===== config.mk =====
export PLATFORM = sky130hd
export DESIGN_NAME = mem_port_arbiter
export DESIGN_NICKNAME = d
export VERILOG_FILES = /design/src/rtl/mem_port_arbiter.sv
export SDC_FILE = /design/constraint.sdc
export NUM_CORES = 1
export LEC_CHECK = 0
export BUFFER_PORTS_ARGS = -buffer_cell sky130_fd_sc_hd__buf_2
export CAP_MARGIN = 20
export CELL_PAD_IN_SITES_DETAIL_PLACEMENT = 2
export CELL_PAD_IN_SITES_GLOBAL_PLACEMENT = 2
export CORE_UTILIZATION = 19
export DETAILED_ROUTE_END_ITERATION = 12
export PLACE_DENSITY = 0.78
export SYNTH_ARGS = -nofsm -noshare
export SYNTH_HDL_FRONTEND = slang
export SYNTH_SLANG_ARGS = --single-unit

===== constraint.sdc =====
create_clock -name i_clk -period 2.2 [get_ports i_clk]
set_input_delay 0.11 -clock i_clk [delete_from_list [all_inputs] [get_ports i_clk]]
set_output_delay 0.11 -clock i_clk [all_outputs]
set_load 0.1 [all_outputs]

===== src/rtl/mem_port_arbiter.sv =====
// Arbiter sharing one single-port memory between instruction fetch and the LSU.
// One transaction is outstanding at a time. The LSU has fixed priority, but a
// starvation counter forces a fetch grant after MAX_STARVE back-to-back LSU
// grants that happen while fetch is waiting.
module mem_port_arbiter #(
  parameter int XLEN       = 32,
  parameter int MAX_STARVE = 4
) (
  input  logic            i_clk,
  input  logic            i_reset,
  input  logic            i_if_req,
  input  logic [XLEN-1:0] i_if_addr,
  output logic            o_if_gnt,
  output logic            o_if_rvalid,
  output logic [XLEN-1:0] o_if_rdata,
  input  logic            i_if_flush,
  input  logic            i_ls_req,
  input  logic            i_ls_we,
  input  logic [XLEN-1:0] i_ls_addr,
  input  logic [XLEN-1:0] i_ls_wdata,
  input  logic [3:0]      i_ls_be,
  output logic            o_ls_gnt,
  output logic            o_ls_rvalid,
  output logic [XLEN-1:0] o_ls_rdata,
  output logic            o_mem_req,
  output logic            o_mem_we,
  output logic [XLEN-1:0] o_mem_addr,
  output logic [XLEN-1:0] o_mem_wdata,
  output logic [3:0]      o_mem_be,
  input  logic            i_mem_gnt,
  input  logic            i_mem_rvalid,
  input  logic [XLEN-1:0] i_mem_rdata,
  output logic            o_busy
);

  localparam int CW = $clog2(MAX_STARVE + 1);

  typedef enum logic [1:0] {IDLE, REQ_HOLD, WAIT_RSP} state_t;

  state_t          state_reg, state_next;
  logic            lock_reg, lock_next;     // 1 = LSU locked, 0 = fetch locked
  logic            owner_reg, owner_next;   // 1 = LSU owns the outstanding access
  logic            drop_reg, drop_next;     // fetch response must be discarded
  logic [CW-1:0]   starve_cnt_reg, starve_cnt_next;
  logic [XLEN-1:0] if_rdata_reg, ls_rdata_reg;

  logic sel_valid, sel_ls, starved, accept, rsp, if_drop, if_rsp, ls_rsp;

  assign starved = i_if_req && (starve_cnt_reg == CW'(MAX_STARVE));
  assign accept  = sel_valid && i_mem_gnt && !i_reset;
  assign rsp     = (state_reg == WAIT_RSP) && i_mem_rvalid && !i_reset;
  // A flush arriving together with the response still cancels it.
  assign if_drop = drop_reg || i_if_flush;
  assign if_rsp  = rsp && !owner_reg && !if_drop;
  assign ls_rsp  = rsp && owner_reg;

  // Pick the requester presented to memory: live priority in IDLE, the lock while holding.
  always_comb begin
    sel_valid = 1'b0;
    sel_ls    = 1'b0;
    case (state_reg)
      IDLE: begin
        sel_ls    = i_ls_req && !starved;
        sel_valid = sel_ls || i_if_req;
      end
      REQ_HOLD: begin
        sel_valid = 1'b1;
        sel_ls    = lock_reg;
      end
      default: ;
    endcase
  end

  // State register plus the bookkeeping registers that travel with it.
  always_ff @(posedge i_clk) begin
    if (i_reset) begin
      state_reg      <= IDLE;
      lock_reg       <= 1'b0;
      owner_reg      <= 1'b0;
      drop_reg       <= 1'b0;
      starve_cnt_reg <= '0;
      if_rdata_reg   <= '0;
      ls_rdata_reg   <= '0;
    end else begin
      state_reg      <= state_next;
      lock_reg       <= lock_next;
      owner_reg      <= owner_next;
      drop_reg       <= drop_next;
      starve_cnt_reg <= starve_cnt_next;
      if (if_rsp) if_rdata_reg <= i_mem_rdata;
      if (ls_rsp) ls_rdata_reg <= i_mem_rdata;
    end
  end

  // Next-state, lock/owner/drop tracking and starvation counting.
  always_comb begin
    state_next      = state_reg;
    lock_next       = lock_reg;
    owner_next      = owner_reg;
    drop_next       = drop_reg;
    starve_cnt_next = starve_cnt_reg;
    case (state_reg)
      IDLE: begin
        if (sel_valid) begin
          lock_next = sel_ls;
          drop_next = !sel_ls && i_if_flush;
          if (i_mem_gnt) begin
            owner_next = sel_ls;
            state_next = WAIT_RSP;
          end else begin
            state_next = REQ_HOLD;
          end
        end
      end
      REQ_HOLD: begin
        // A flush before acceptance cannot cancel the request, so remember it.
        drop_next = drop_reg || (!lock_reg && i_if_flush);
        if (i_mem_gnt) begin
          owner_next = lock_reg;
          state_next = WAIT_RSP;
        end
      end
      WAIT_RSP: begin
        drop_next = drop_reg || (!owner_reg && i_if_flush);
        if (i_mem_rvalid) begin
          drop_next  = 1'b0;
          state_next = IDLE;
        end
      end
      default: state_next = IDLE;
    endcase
    if (!i_if_req) begin
      starve_cnt_next = '0;
    end else if (accept && !sel_ls) begin
      starve_cnt_next = '0;
    end else if (accept && sel_ls && (starve_cnt_reg != CW'(MAX_STARVE))) begin
      starve_cnt_next = starve_cnt_reg + CW'(1);
    end
  end

  // Outputs: memory payload mux, grants, response routing; all forced low in reset.
  always_comb begin
    o_mem_req   = 1'b0;
    o_mem_we    = 1'b0;
    o_mem_addr  = '0;
    o_mem_wdata = '0;
    o_mem_be    = 4'h0;
    o_if_gnt    = 1'b0;
    o_ls_gnt    = 1'b0;
    o_if_rvalid = 1'b0;
    o_ls_rvalid = 1'b0;
    o_if_rdata  = '0;
    o_ls_rdata  = '0;
    o_busy      = 1'b0;
    if (!i_reset) begin
      o_mem_req = sel_valid;
      if (sel_valid) begin
        if (sel_ls) begin
          o_mem_we    = i_ls_we;
          o_mem_addr  = i_ls_addr;
          o_mem_wdata = i_ls_wdata;
          o_mem_be    = i_ls_be;
        end else begin
          o_mem_addr = i_if_addr;
          o_mem_be   = 4'hF;
        end
      end
      o_if_gnt    = accept && !sel_ls;
      o_ls_gnt    = accept && sel_ls;
      o_if_rvalid = if_rsp;
      o_ls_rvalid = ls_rsp;
      o_if_rdata  = if_rsp ? i_mem_rdata : if_rdata_reg;
      o_ls_rdata  = ls_rsp ? i_mem_rdata : ls_rdata_reg;
      o_busy      = (state_reg != IDLE);
    end
  end

endmodule


# After elaboration in Yosys (flattened, before gate mapping)

Index checks and enable logic that the tools add are counted.

Output and inout port bits: 139
Flip-flop bits (word level): 72
Input port bits: 140
Word-level logic and storage cells: 87

Bitwise gates (word level): 1
Muxes and demuxes: 36
$add $sub $neg: 1
Reduce and logical (&&, ||, !) cells: 34
Eq/ne operators: 8

Operators by type and width:

| cell                  | count |
|---|---|
| $mux W32              | 10 |
| $logic_and A1 B1 Y1   | 15 |
| $mux W1               | 14 |
| $mux W4               | 3 |
| $mux W2               | 4 |
| $ne A2 B2 Y1 const B  | 4 |
| $logic_not A1 Y1      | 6 |
| $pmux W1 S2           | 3 |
| $pmux W2 S3           | 1 |
| $logic_or A1 B1 Y1    | 4 |
| $reduce_and A2 Y1     | 2 |
| $reduce_and A4 Y1     | 1 |
| $reduce_bool A2 Y1    | 2 |
| $add A3 B1 Y3 const B | 1 |
| $eq A3 B3 Y1 const B  | 1 |
| $ne A3 B3 Y1 const B  | 1 |
| $pmux W1 S3           | 1 |
| $reduce_and A3 Y1     | 1 |
| $reduce_bool A3 Y1    | 1 |
| $reduce_or A3 Y1      | 1 |
| $eq A2 B1 Y1 const B  | 1 |
| $eq A2 B2 Y1 const B  | 1 |
| $logic_not A2 Y1      | 1 |
| $not A1 Y1            | 1 |

# Longest topological paths before layout

Gate-level depths: netlist of run 1.

Word-level depth: 10
Depth in mapped cells: 10
Depth with buffers taken out: 6

# Least setup slack after synthesis of run 1

Ideal clock, no wire load.

Kind: flip-flop to flip-flop
Start: reg starve_cnt_reg[0]
End: reg starve_cnt_reg[2]
Data arrival time: 3.412 ns
Path buffers: 1
Clock period less this slack: 3.658 ns
Required time: 1.954 ns
Slack: -1.458 ns
Stages on the path, launching flop included: 8
Cells stage by stage: dfxtp_1 > inv_1 > ha_1 > and3_4 > o21a_1 > buf_6 > nor3_1 > a311oi_1

Longest elaborated chain between the ends: 10
Elaborated cells on any way between the ends: 16

Ends and longest elaborated chain:

| element                                                                         | line     | source |
|---|---|---|
| start: declaration                                                              | 44       | `logic [CW-1:0] starve_cnt_reg, starve_cnt_next;` |
| start signal: assignment                                                        | 89       | `starve_cnt_reg <= starve_cnt_next;` |
| $eq A3 B3 Y1                                                                    | 49       | `assign starved = i_if_req && (starve_cnt_reg == CW'(MAX_STARVE));` |
| $logic_and A1 B1 Y1                                                             | 49       |  |
| $logic_not A1 Y1                                                                | 63       | `sel_ls = i_ls_req && !starved;` |
| $logic_and A1 B1 Y1                                                             | 63       |  |
| $logic_or A1 B1 Y1                                                              | 64       | `sel_valid = sel_ls \|\| i_if_req;` |
| $pmux W1 S2                                                                     | 61       | `case (state_reg)` |
| $logic_and A1 B1 Y1 (2 in a row)                                                | 50       | `assign accept = sel_valid && i_mem_gnt && !i_reset;` |
| $logic_and A1 B1 Y1 (on tied branches)                                          | 134, 136 |  |
| $reduce_or A3 Y1 (no source line) / $logic_and A1 B1 Y1 (equally long branches) | --       |  |

Several ways; a longest one is shown, not always the timed one.
A chain may end at the register's enable or synchronous reset.

# Worst setup path in the final report of run 1

Start: reg state_reg[1]
End: out o_mem_wdata[7]

Longest elaborated chain between the ends: 5
Elaborated cells on any way between the ends: 7

Ends and longest elaborated chain:

| element                                                 | line | source |
|---|---|---|
| start: declaration                                      | 40   | `state_t state_reg, state_next;` |
| start signal: assignment                                | 85   | `state_reg <= state_next;` |
| $eq A2 B1 Y1 / $logic_not A2 Y1 (equally long branches) | 61   |  |
| $pmux W1 S2                                             | 61   |  |
| $mux W32                                                | 158  | `if (sel_ls) begin` |
| $mux W32 (*)                                            | 157  | `if (sel_valid) begin` |
| $mux W32 (*)                                            | 155  | `if (!i_reset) begin` |
| end: declaration                                        | 28   | `output logic [XLEN-1:0] o_mem_wdata,` |

Every way passes the cells marked *; elsewhere a longest branch is shown, timed or not.

==> metrics.csv, run 1 <==
metric;value;unit
wire_per_inst;22.1;µm
clock_latency;0.35;ns
grt_pass1_vias;5417;
period_minus_slack;2.19;ns
multi_input_area;0.00317;mm²
cts_made_buffers;9;
avgSynthCellArea;7.15;µm²
status;completed;
power_frac_comb;49.4;%
totalWireLength;23100;µm
worst_slew_pin_slew;0.504;ns
setup_viol;0;
min_path_type;in2reg;
gp_congestion;0.740;
die_area;0.0197;mm²
io_pins;279;
startpoint_type;flop;
viasPerCell;4.65;
die_y;141;µm
max_slew_margin;66.6;%
clk_pin_slew_worst_paths;0.06;ns
cts_tree;done;
p_int;0.00327;W
drc_errors;0;
regArea;0.00145;mm²
syn_to_final_growth;160;%
synth_area_leaders;dfxtp_1 40%, nand2_1 14%, nand2b_1 11%;
power.share.sequential;23.7;%
cp_max_fo;33;
fin_crit_sh;99.4;%
pwr-share-clk;26.9;%
async_flop_share;0;%
cts.sinks;72;
dp_hpwl;14500;µm
drt-initial-drc-count;91;
synth_seq_area_share;39.5;%
cp_data_required_time;2.09;ns
rrSetupSlack;0.17;ns
cts-root-buf;clkbuf_16;
netSwitchingFraction;43.0;%
rsz0062_at_grt;true;
crit_arrival;2.08;ns
grt_max_degree;46;
p_switching;0.00247;W
htree_levels;3;
synth_edf_count;0;
whs_path_depth;3;
grt_remaining_overflow;0;
postPlaceCellArea;0.00826;mm²
drive_gt1_share;65.3;%
crit_path_end_kind;output pin;
track_usage;21.6;%
fmax;0.457;GHz
nFillCells;1812;
ys_types;30;
setup_tns;0;ns
r2r_cells;8;
yosys.area.top_type;dfxtp_1;
final_area;0.00947;mm²
port_buffers;278;
finalNetCount;954;
ys_ff_latch;72;
yosys_warnings;0;
yosysTopAreaCellShare;39.5;%
antenna_found_initial;4;
synth_area;0.00365;mm²
p_leak;3.74;nW
ys.flop_type;dfxtp_1;
initial_utilization;19.4;%
first_pass_iters;4;
peakVddDrop;0.578;mV
skew;0.0140;ns
crit_type;reg2out;
post-route-util;50.5;%
finalHoldViolCount;0;
coreArea;0.0188;mm²
dieWidth;141;µm
vias;4875;
power_density;606;mW/mm²
drt.antenna.violating_nets;0;
cts_buffer_depth;2;
maxSlewViolCount;0;
drv_cap;0;
rows;50;
synth_cells;510;
grt_pass1_wl;32100;µm
syn_nets;656;
Yosys cell counts (all sizes together), types with 3 or more instances:
library cell  count
a21oi            38
and2             33
buf              13
clkbuf           25
dfxtp            72
ha                6
inv               9
nand2           132
nand2b           64
nor2             17
nor2b             5
nor3              3
o21ai            73
path summary, 6_finish.rpt:
check | from | end
worst max-delay path | state_reg[1] | o_mem_wdata[7]
worst min-delay path | i_mem_rdata[14] | ls_rdata_reg[14]
worst min register to register | if_rdata_reg[21] | if_rdata_reg[21]
worst max register to register | state_reg[1] | starve_cnt_reg[1]
worst max-delay path: stages, from the launching register on:
cell and delay, ns:
dfxtp_4 0.36, inv_1 0.08, ha_2 0.22, nand2_2 0.12, o21a_4 0.28, nor2_4 0.12
buf_12 0.17, and2_2 0.19, buf_12 0.18
final cells by class:
| type | instances | share of cell area (%) |
|---|---|---|
| sequential | 72 | 15.3 |
| antenna | 1 | 0.0264 |
| tap | 234 | 3.09 |
| multi-input combinational | 391 | 33.5 |
| timing repair buffer | 325 | 44.5 |
| inverter | 9 | 0.383 |
| clock buffer | 9 | 2.38 |
| clock inverter | 7 | 0.806 |
metal layers:
metal / global-route usage, % / part of all wire, %
met1: 22.1 / 35
met2: 41.7 / 54
met3: 6.22 / 7.0
met4: 7.04 / 3.3
met5: 0 / 0.052
logic make-up after synthesis:
group	count (synthesis)	synth area share, %
and+or+nand+nor	263	35.2
AOI/OAI and AO/OA	122	17.8
DFF	72	39.5
buffers and inverters	47	5.46
adders and majority gates	6	2.06
metrics by stage:
step / hold WS, ns / setup slack [ns] / std cells / power [W]
finish: 0.0210 / 0.0122 / 1048 / 0.00574
global route: 0.0265 / -0.0959 / 1048 / 0.00592
CTS: 0.0116 / 0.00578 / 1029 / 0.00560
detailed placement: 0.385 / 0.118 / 1002 / 0.00395
global placement: 0.378 / 0.206 / 1002 / 0.00391
floorplan: 0.292 / -0.498 / 510 / 0.00300
timing repair:
action,in CTS,in global routing
hold buffers,0,0
setup buffers,5,11
gates cloned,6,8
pin swaps,3,23
setup endpoints to repair,121,131
gates resized for setup,61,52
power groups by stage:
stage	combinational, W	clock [W]	sequential, W
after CTS	0.00266	0.00158	0.00136
after global placement	0.00253	0	0.00138
after global routing	0.00293	0.00162	0.00136
after floorplan	0.00162	0	0.00138
after detailed placement	0.00257	0	0.00139
final	0.00284	0.00154	0.00136
layout by cell type, fill, tap and decap left out, types with 3 or more instances in the layout:
cell       instances
a21oi_1            6
a21oi_4           32
and2_2            29
and2_4             4
buf_12           152
buf_16             4
buf_2            141
buf_4             17
buf_6              4
clkbuf_16         15
dfxtp_1           68
inv_1              6
inv_6              3
nand2_1           97
nand2_2           35
nand2b_1          64
nor2_1            11
nor2_4             6
nor2b_1            5
o21ai_0            7
o21ai_2           24
o21ai_4           41
No activity file was read; power rests on OpenSTA's default activity.
==> run 2: changes to the inputs <==
--- a/config.mk
+++ b/config.mk
@@ -9,9 +9,9 @@
 export CAP_MARGIN = 20
 export CELL_PAD_IN_SITES_DETAIL_PLACEMENT = 2
 export CELL_PAD_IN_SITES_GLOBAL_PLACEMENT = 2
-export CORE_UTILIZATION = 19
+export CORE_UTILIZATION = 21
 export DETAILED_ROUTE_END_ITERATION = 12
-export PLACE_DENSITY = 0.78
+export PLACE_DENSITY = 0.85
 export SYNTH_ARGS = -nofsm -noshare
 export SYNTH_HDL_FRONTEND = slang
 export SYNTH_SLANG_ARGS = --single-unit
==> constraint.sdc (replaced) <==
create_clock -name i_clk -period 2.7 [get_ports i_clk]
set_input_delay 0.135 -clock i_clk [delete_from_list [all_inputs] [get_ports i_clk]]
set_output_delay 0.135 -clock i_clk [all_outputs]
set_load 0.1 [all_outputs]
==> run 2 against run 1 <==
  * Non-clock buffer count shrank 37
  * Combinational power is 33% lower
  * Critical path depth did not move
==> metrics.csv, run 2 (synthesis results as in run 1) <==
metric;value;unit;change
status;completed;;
die_y;134;µm;-4.8%
drc_errors;0;;unchanged
htree_levels;3;;unchanged
viasPerCell;4.58;;-1.6%
finalNetCount;917;;-3.9%
crit_type;reg2out;;
most-common-layout-cells;164 x buf_2, 132 x nand2_1, 95 x buf_12;;
drt-initial-drc-count;138;;+52%
clk_pin_slew_worst_paths;0.06;ns;about the same
cts_buffer_depth;2;;unchanged
coreArea;0.0168;mm²;-11%
power_frac_comb;43.7;%;-5.7 points
skew;0.0103;ns;-0.00371 ns
io_pins;279;;unchanged
die_area;0.0179;mm²;-9.4%
clock_latency;0.34;ns;about the same
drt.antenna.violating_nets;0;;unchanged
syn_to_final_growth;100;%;
gp_congestion;0.758;;+2.4%
finalWorstSetupSlack;0.125;ns;+0.113 ns
nFillCells;1826;;+0.77%
peakVddDrop;0.351;mV;-39%
setup_tns;0;ns;unchanged
final_common_cell;buf_2;;
p_int;0.00256;W;-22%
track_usage;20.8;%;-0.80 points
grt_remaining_overflow;0;;unchanged
setup_viol;0;;unchanged
wire_per_inst;19.0;µm;-14%
dpl_worst_slack;0.446;ns;+0.328 ns
drive_gt1_share;48.1;%;-17 points
fin_crit_sh;95.4;%;
crit_path_end_kind;output pin;;
totalWireLength;18900;µm;-18%
whs;0.0284;ns;+0.00735 ns
crit_arrival;2.44;ns;+0.36 ns
period_minus_slack;2.57;ns;
drv_cap;0;;unchanged
max_slew_margin;50.1;%;-17 points
ctsHoldBuffers;0;;unchanged
power_density;594;mW/mm²;-2.0%
regArea;0.00144;mm²;-0.69%
cts_tree;done;;
grt_pass1_vias;5132;;-5.3%
power.share.sequential;25.5;%;+1.8 points
netSwitchingFraction;41.0;%;-1.9 points
cts-root-buf;clkbuf_16;;
cp_data_required_time;2.57;ns;+0.48 ns
finalHoldViolCount;0;;unchanged
dp_hpwl;14300;µm;-1.4%
rsz0062_at_grt;true;;
fmax;0.388;GHz;
worst_slew_pin_slew;0.741;ns;+0.237 ns
post-route-util;43.6;%;-6.9 points
vias;4567;;-6.3%
p_switching;0.00178;W;-28%
startpoint_type;flop;;
antenna_found_initial;2;;-2
grt_pass1_wl;28700;µm;-11%
rrSetupSlack;0.59;ns;+0.42 ns
cts.sinks;72;;unchanged
pwr-share-clk;30.8;%;+3.9 points
cp_max_fo;65;;+97%
rows;47;;-6.0%
port_buffers;278;;unchanged
min_path_type;in2reg;;
cts_made_buffers;9;;unchanged
maxSlewViolCount;0;;unchanged
p_leak;3.09;nW;-17%
initial_utilization;21.8;%;+2.3 points
multi_input_area;0.00227;mm²;-29%
grt_max_degree;76;;+65%
dieWidth;134;µm;-4.8%
first_pass_iters;4;;unchanged
## run 2: cell count changes in the layout (fill, tap and decap cells not counted), sizes merged
| cell | delta |
|---|---|
| clkinvlp | -1 |
| buf | -51 |
| bufinv | +1 |
| inv | -3 |
| clkbuf | +18 |
| diode | +1 |
| bufbuf | -1 |
## run 2: metal layers
metal	vias to the layer above	track usage [%]	routed length, µm
met5	-	0	0
met4	0	6.31	261
met3	20	6.43	1400
met2	150	40.0	10300
met1	2213	21.1	6940
li1	2184	-	-
## run 2: final cells by class
class | instances | share of cell area [%]
tap | 220 | 3.77
multi-input combinational | 391 | 31.1
timing repair buffer | 288 | 40.3
clock buffer | 12 | 3.51
clock inverter | 4 | 1.05
sequential | 72 | 19.7
inverter | 9 | 0.463
antenna | 2 | 0.0686
## run 2: worst max-delay path: stages, from the launching register on
cell	delay, ns
dfxtp_1	0.33
inv_1	0.09
ha_1	0.20
nand3b_1	0.17
nor4_2	0.29
buf_12	0.32
nand2_1	0.11
o21ai_0	0.26
buf_12	0.26
## run 2: final timing paths
kind	start	to	depth (start not counted)
max	state_reg[0]	o_if_rdata[18]	8
min	i_mem_rdata[21]	ls_rdata_reg[21]	3
min reg2reg	ls_rdata_reg[21]	ls_rdata_reg[21]	2
max reg2reg	state_reg[0]	starve_cnt_reg[2]	6
## run 2: repair_timing
action	4_1_cts	5_1_grt
endpoints found under the setup margin	0	32
setup buffers	0	0
resized for setup	0	22
## run 2: metrics by stage
| step | total power, W | instances | instance area [µm²] |
|---|---|---|---|
| after floorplan | 0.00232 | 510 | 3880 |
| after global placement | 0.00299 | 980 | 6910 |
| after detailed placement | 0.00303 | 980 | 6910 |
| after CTS | 0.00439 | 996 | 7240 |
| after global routing | 0.00449 | 997 | 7300 |
| final | 0.00434 | 998 | 7300 |
## run 2: power by group through the flow
stage	logic (W)	registers, W	clock network [W]
global placement	0.00186	0.00113	0
global route	0.00197	0.00111	0.00142
CTS	0.00191	0.00111	0.00138
floorplan	0.00120	0.00112	0
finish	0.00189	0.00111	0.00134
detailed placement	0.00190	0.00113	0
